==> src/rtl/gcd_core_8.sv <==
// -----------------------------------------------------------------------------
// gcd_core_8
//
// Sequential subtractive-Euclid GCD engine. Accepts an unsigned operand pair
// over a valid/ready handshake, repeatedly subtracts the smaller operand from
// the larger until one is zero or both are equal, then presents the GCD and
// the number of subtraction steps taken over a second valid/ready handshake.
//
// State table:
//   state  | meaning
//   -------+---------------------------------------------------------------
//   S_IDLE | waiting for an operand pair; in_ready=1
//   S_CALC | iterating compare/subtract on A/B; busy=1
//   S_DONE | result held on gcd_out/iter_cnt; out_valid=1 until out_ready
//
// Ports:
//   clk        rising-edge clock
//   rst_n      asynchronous active-low reset
//   in_valid   operand pair on a_in/b_in is valid
//   in_ready   block can accept an operand pair (IDLE only)
//   a_in       operand A, unsigned
//   b_in       operand B, unsigned
//   out_valid  gcd_out/iter_cnt hold a valid result
//   out_ready  consumer takes the result
//   gcd_out    GCD result, unsigned
//   iter_cnt   subtraction steps used for this result
//   busy       high while iterating
// -----------------------------------------------------------------------------
module gcd_core_8 #(
    parameter int WIDTH = 8
) (
    input  logic             clk,
    input  logic             rst_n,
    input  logic             in_valid,
    output logic             in_ready,
    input  logic [WIDTH-1:0] a_in,
    input  logic [WIDTH-1:0] b_in,
    output logic             out_valid,
    input  logic             out_ready,
    output logic [WIDTH-1:0] gcd_out,
    output logic [WIDTH-1:0] iter_cnt,
    output logic             busy
);

    typedef enum logic [1:0] {
        S_IDLE = 2'd0,
        S_CALC = 2'd1,
        S_DONE = 2'd2
    } state_t;

    localparam logic [WIDTH-1:0] CNT_ONE = {{(WIDTH-1){1'b0}}, 1'b1};

    state_t           state_q;
    logic [WIDTH-1:0] a_q;
    logic [WIDTH-1:0] b_q;
    logic [WIDTH-1:0] gcd_q;
    logic [WIDTH-1:0] cnt_q;

    // Datapath: compare and both subtraction directions. Only the direction
    // selected by a_gt_b is ever written back, so neither can underflow.
    logic             a_zero;
    logic             b_zero;
    logic             a_eq_b;
    logic             a_gt_b;
    logic [WIDTH-1:0] a_minus_b;
    logic [WIDTH-1:0] b_minus_a;

    always_comb begin
        a_zero    = (a_q == '0);
        b_zero    = (b_q == '0);
        a_eq_b    = (a_q == b_q);
        a_gt_b    = (a_q > b_q);
        a_minus_b = a_q - b_q;
        b_minus_a = b_q - a_q;
    end

    always_ff @(posedge clk or negedge rst_n) begin
        if (!rst_n) begin
            state_q <= S_IDLE;
            a_q     <= '0;
            b_q     <= '0;
            gcd_q   <= '0;
            cnt_q   <= '0;
        end else begin
            case (state_q)
                S_IDLE: begin
                    // in_ready is exactly (state == IDLE), so in_valid alone
                    // completes the handshake here.
                    if (in_valid) begin
                        a_q     <= a_in;
                        b_q     <= b_in;
                        cnt_q   <= '0;
                        state_q <= S_CALC;
                    end
                end
                S_CALC: begin
                    if (a_zero) begin
                        gcd_q   <= b_q;
                        state_q <= S_DONE;
                    end else if (b_zero) begin
                        gcd_q   <= a_q;
                        state_q <= S_DONE;
                    end else if (a_eq_b) begin
                        gcd_q   <= a_q;
                        state_q <= S_DONE;
                    end else if (a_gt_b) begin
                        a_q   <= a_minus_b;
                        cnt_q <= cnt_q + CNT_ONE;
                    end else begin
                        b_q   <= b_minus_a;
                        cnt_q <= cnt_q + CNT_ONE;
                    end
                end
                S_DONE: begin
                    // Result registers are left untouched on exit so the
                    // last result stays readable while idle.
                    if (out_ready) begin
                        state_q <= S_IDLE;
                    end
                end
                default: begin
                    state_q <= S_IDLE;
                end
            endcase
        end
    end

    assign in_ready  = (state_q == S_IDLE);
    assign busy      = (state_q == S_CALC);
    assign out_valid = (state_q == S_DONE);
    assign gcd_out   = gcd_q;
    assign iter_cnt  = cnt_q;

endmodule

==> config.mk <==
export PLATFORM = sky130hd
export DESIGN_NAME = gcd_core_8
export DESIGN_NICKNAME = d
export VERILOG_FILES = /design/src/rtl/gcd_core_8.sv
export SDC_FILE = /design/constraint.sdc
export NUM_CORES = 1
export LEC_CHECK = 0
export BUFFER_PORTS_ARGS = -buffer_cell sky130_fd_sc_hd__buf_2
export CAP_MARGIN = 20
export CORE_UTILIZATION = 55
export DETAILED_ROUTE_END_ITERATION = 8
export HOLD_SLACK_MARGIN = 0.03
export PLACE_DENSITY_LB_ADDON = 0.05
export SLEW_MARGIN = 20
export SYNTH_ARGS = -nofsm -noshare
export SYNTH_HDL_FRONTEND = slang
export SYNTH_SLANG_ARGS = --single-unit
export TNS_END_PERCENT = 10
==> constraint.sdc <==
create_clock -name clk -period 3.5 [get_ports clk]
set_input_delay 0.525 -clock clk [delete_from_list [all_inputs] [get_ports clk]]
set_output_delay 0.525 -clock clk [all_outputs]
set_load 0.005 [all_outputs]
==> results of run 1 <==
## how the worst max path moves through the flow
stage                   to  slack (ns)  startpoint  cells after the start
finish              b_q[3]        0.81      a_q[1]                      5
global route        b_q[3]        0.59      a_q[1]                      5
CTS                 b_q[3]        0.84      a_q[1]                      5
detailed placement  b_q[3]        0.88      a_q[1]                      5
global placement    b_q[3]        0.93      a_q[4]                      5
floorplan           b_q[3]        1.18      a_q[0]                      8
## cell usage after synthesis (2+ instances only)
cell	n	area, sq um
or4_1	4	30.0
nor3_1	9	45.0
fa_1	2	40.0
nand4_1	3	18.8
o21ai_0	8	40.0
o221ai_1	3	26.3
nand2b_1	5	31.3
o31a_1	5	43.8
ha_1	16	200
nor3b_1	2	15.0
mux2_4	4	60.1
nor4_1	5	31.3
mux2i_1	14	140
o31ai_1	3	22.5
dfrtp_1	34	851
nor2_1	26	97.6
buf_6	2	22.5
clkbuf_1	6	22.5
buf_4	3	22.5
nand2_1	20	75.1
inv_1	21	78.8
a21oi_1	29	145
or3_1	2	12.5
o21a_1	4	30.0
a211oi_1	5	37.5
nand3_1	8	40.0
nor2b_1	4	25.0
## registers in the layout, summed over array words and instances (netlist names)
name and cells:
a_q 8, b_q 8, gcd_out 8, iter_cnt 8, state_q 2
## cell families (layout without fill, tap and decap cells)
| group | count (synthesis) | after routing | synth area share |
|---|---|---|---|
| AND/OR/NAND/NOR | 96 | 96 | 0.199 |
| flip-flops | 34 | 34 | 0.348 |
| XOR/XNOR | 1 | 1 | 0.00358 |
| multiplexers | 19 | 19 | 0.0864 |
| buffers and inverters | 34 | 68 | 0.0685 |
| adder cells (fa/ha/maj) | 18 | 18 | 0.0982 |
| AO/OA/AOI/OAI | 69 | 69 | 0.196 |
## metal layers
metal	up-vias	track usage
li1	1033	-
met1	989	0.355
met2	62	0.456
met3	10	0.0493
met4	0	0.0944
met5	-	0
## final cells by class
class	instances	area share
inverters	22	0.0348
well taps	50	0.0229
multi-input cells	203	0.522
flip-flops and latches	34	0.311
clock buffers	8	0.0402
repair buffers	38	0.0695
## stage by stage
step | instances | utilization | cell area, sq um
final | 355 | 0.660 | 2740
after global routing | 355 | 0.660 | 2740
after CTS | 355 | 0.660 | 2740
after detailed placement | 347 | 0.634 | 2630
after global placement | 347 | 0.634 | 2630
after floorplan | 271 | - | 2450
==> results.toml, run 1 <==
[run_status]
status = "finished, final reports clean"

[floorplan]
start_util = 0.590
dieArea_sq_mm = 0.00472
fp.dieW_um = 68.7
coreArea_sq_mm = 0.00414
io_pins = 39
num_rows = 23
die_h_um = 68.7

[worst_setup_path]
r2r_end = "b_q[3]"
crit_buf_inv = 0
max_stage_delay_ns = 0.57
critPathRequiredTime_ns = 3.67
start_kind = "flop"
criticalPathCategory = "reg -> reg"
r2r_setup_slack_ns = 0.81
path_cells = "or4_1 -> nor2_1 -> nor3_1 -> a31oi_4 -> mux2_1"
reg2reg_from = "a_q[1]"
cp-end-kind = "flop"
rr_worst_depth = 5
crit_arrival_ns = 2.86
critical_path.top_delay_family = "simple AND/OR/NAND/NOR gates"
cpMaxStageDelayCell = "nor2_1"
cp_max_fo = 12

[grt]
track_usage = 0.273
grt_max_degree = 38
grt_pass1_wl_um = 9180
grt_antenna_before_repair = 0
grt_pass1_vias = 1930
overflow = 0

[logic_synthesis]
synth_nets = 309
synth_edf_count = 0
mappedNetlistArea_sq_mm = 0.00245
ys_types = 51
postSynthCellCount = 271
synth-seq-area-share = 0.348
synth-seq-cells = 34
avgSynthCellArea_sq_um = 9.03
ys_async_sr_fraction = 1.00
yosysWarnings = 0
synth_ff_type = "dfrtp_1"

[cts]
hold_buffers = 0
clkSinkCount = 34
cts_root_buf = "clkbuf_8"
cts_tree = "done"
clk_latency_ns = 0.29
clock_path_buffers = 2
post_cts_buffers = 0
h-tree-depth = 2
path_clk_slew_ns = 0.07
ctsResizeCount = 0
cts_buffers = 5

[placed_design]
pre_cts_ws_ns = 0.876
portBuffers = 38
gp_congestion = 0.900
hpwl_um = 4390

[timing]
hold_violations = 0
setup_viol = 0
skew_ns = 0.00906
finalSetupTns_ns = 0
final_max_slew_viol_count = 0
worst_slew_pin_slew_ns = 0.752
post-route-min-period_ns = 2.69
relSlewSlack = 0.499
fmax_mhz = 372
hold_slack_ns = 0.297
rsz0062_at_grt = "false"
period_share = 0.769
worst_slack_ns = 0.809

[route]
wl_met2_um = 2790
drc = 0
routed_wl_um = 5820
ant_nets = 0
met3_length_um = 249
m1WireLength_um = 2640
drtIter0Drc = 184
drt_pass1_iterations = 4
avgRoutedWirePerCell_um = 16.4
num_vias = 2094
routed_via_density = 5.90
topRoutingLayerUsed = "met4"

[layout]
layout_commonest_cell = "buf_2"
areaGrowthSynthToFinish_pct = 11.9
drive_gt1_frac = 0.197
antennaDiodeCount = 0
layout_common_cells = "buf_2, dfrtp_1, a21oi_1"
fillers = 367
multiInputGateArea_sq_mm = 0.00143
finalNetCount = 342
seq_area_sq_um = 851

[flow_run]
maxCapViolations = 0

[min_path]
hold_path_class = "in -> async"
Power of run 1 is not shown: default switching activity piles up to over one toggle a cycle in this logic, so the estimate is an artifact.
==> inputs of run 2 (changes only) <==
- CORE_UTILIZATION: 55 -> 51
- clock period: 3.5 -> 2.15 ns (I/O delays scaled with it)
==> run 2 against run 1 <==
The run now ends with design-rule violations left. Clock-buffer cell count decreased by 1. Register-to-register slack worse by 0.79 ns. Maximum frequency up 26%. First-iteration DRC count is 12% lower. Final cell count is 12% higher. Clock skew down 0.0055 ns. Non-clock buffer count up 40. Critical path type unchanged. Largest cell class unchanged.
==> results.toml, run 2 (synthesis gave the netlist of run 1 again) <==
[run_status]
status = "finished, violations left"
failed_checks = "design-rule violations"

[cts]
path_clk_slew_ns = 0.07
cts_tree = "done"
hold_buffers = 0
cts_buffers = 5
clk_latency_ns = 0.29
clock_path_buffers = 2
clkSinkCount = 34
cts_root_buf = "clkbuf_8"
h-tree-depth = 2

[min_path]
hold_path_class = "in -> async"

[layout]
antennaDiodeCount = 0
fillers = 345
fin_area_sq_mm = 0.00319
drive_gt1_frac = 0.357
final_util = 0.713
layout_common_cells = "buf_2, buf_4, dfrtp_1"
finalNonFillerCells = 397
finalNetCount = 382
layout_commonest_cell = "buf_2"
areaGrowthSynthToFinish_pct = 30.4

[timing]
fmax_mhz = 469
final_max_slew_viol_count = 0
period_share = 0.991
rsz0062_at_grt = "true"
relSlewSlack = 0.491
finalSetupTns_ns = 0
skew_ns = 0.00352
hold_violations = 0
post-route-min-period_ns = 2.13
setup_viol = 0
worst_slew_pin_slew_ns = 0.763

[worst_setup_path]
r2r_setup_slack_ns = 0.02
path_cells = "inv_2 -> ha_2 -> fa_2 -> nor2b_2 -> o22ai_2 -> a2bb2oi_4 -> a22oi_4 -> mux2_4"
reg2reg_from = "a_q[0]"
critPathRequiredTime_ns = 2.32
r2r_end = "a_q[4]"
rr_worst_depth = 8
cpMaxStageDelayCell = "dfrtp_1"
cp_max_fo = 6
criticalPathCategory = "reg -> reg"
cp-end-kind = "flop"
crit_arrival_ns = 2.31
start_kind = "flop"
max_stage_delay_ns = 0.36

[route]
routed_via_density = 5.67
drt_pass1_iterations = 6
ant_nets = 0
routed_wl_um = 6700
avgRoutedWirePerCell_um = 16.9
num_vias = 2252
drc = 1
drtIter0Drc = 162

[placed_design]
portBuffers = 38
postPlaceCellArea_sq_mm = 0.00294
hpwl_um = 4900
dp_cells = 387
gp_congestion = 0.915

[floorplan]
die_h_um = 71.3
dieArea_sq_mm = 0.00508
num_rows = 24
coreArea_sq_mm = 0.00447
io_pins = 39
start_util = 0.547
fp.dieW_um = 71.3

[grt]
track_usage = 0.278
grt_pass1_wl_um = 10600
grt_antenna_before_repair = 0
overflow = 0
grt_max_degree = 37
grt_pass1_vias = 2130

[flow_run]
maxCapViolations = 0
## run 2: cell types whose count changed in the layout (fill, tap and decap cells not counted), sizes merged
cell / change
clkinv: +1
buf: +40
clkbuf: -1
## run 2: worst max path at each step
stage,to,cells after the start,start,slack (ns)
2_1_floorplan,a_q[3],9,a_q[3],-0.09
3_3_place_gp,a_q[6],8,a_q[0],-0.02
3_5_place_dp,a_q[1],9,a_q[0],-0.08
4_1_cts,a_q[4],8,a_q[0],0.003
5_1_grt,a_q[1],9,a_q[0],-0.03
6_report,a_q[4],8,a_q[0],0.02
## run 2: per-layer routing
| metal | wire, um | global-route usage | part of all wire | up-vias |
|---|---|---|---|---|
| met2 | 3370 | 0.460 | 0.50 | 61 |
| met3 | 263 | 0.0478 | 0.039 | 7 |
| met1 | 2990 | 0.375 | 0.45 | 1067 |
| li1 | - | - | - | 1117 |
| met5 | 0 | 0 | 0 | - |
| met4 | 80 | 0.0844 | 0.012 | 0 |
## run 2: what timing repair did
action / CTS / global route
pin swaps: 2 / 7
setup endpoints to repair: 15 / 18
buffers inserted: 1 / 1
hold endpoints to repair: 0 / 0
gates resized for setup: 5 / 23
## run 2: per-stage QoR
stage	hold WS (ns)	worst slack, ns
floorplan	0.0269	-0.0891
global placement	0.442	-0.0230
detailed placement	0.438	-0.0813
CTS	0.130	0.00332
global route	0.172	-0.0271
finish	0.0996	0.0187
## run 2: worst max-delay path, delay by kind of cell, from the launching register on
family	cells	cell delay (ns)
muxes	1	0.34
AOI/OAI and AO/OA	3	0.58
buffers and inverters	1	0.05
adders and majority gates	2	0.54
and+or+nand+nor	1	0.15
DFF	1	0.36
## run 2: cell type report
type                            count  area, sq um  share of cell area
Tap cell                           52         65.1              0.0204
Inverter                           22         95.1              0.0298
Multi-Input combinational cell    203         1570               0.492
Clock inverter                      1         5.00             0.00157
Sequential cell                    34          855               0.268
Clock buffer                        7         86.3              0.0271
Timing Repair Buffer               78          514               0.161
Power of run 2 is left out for the same reason.
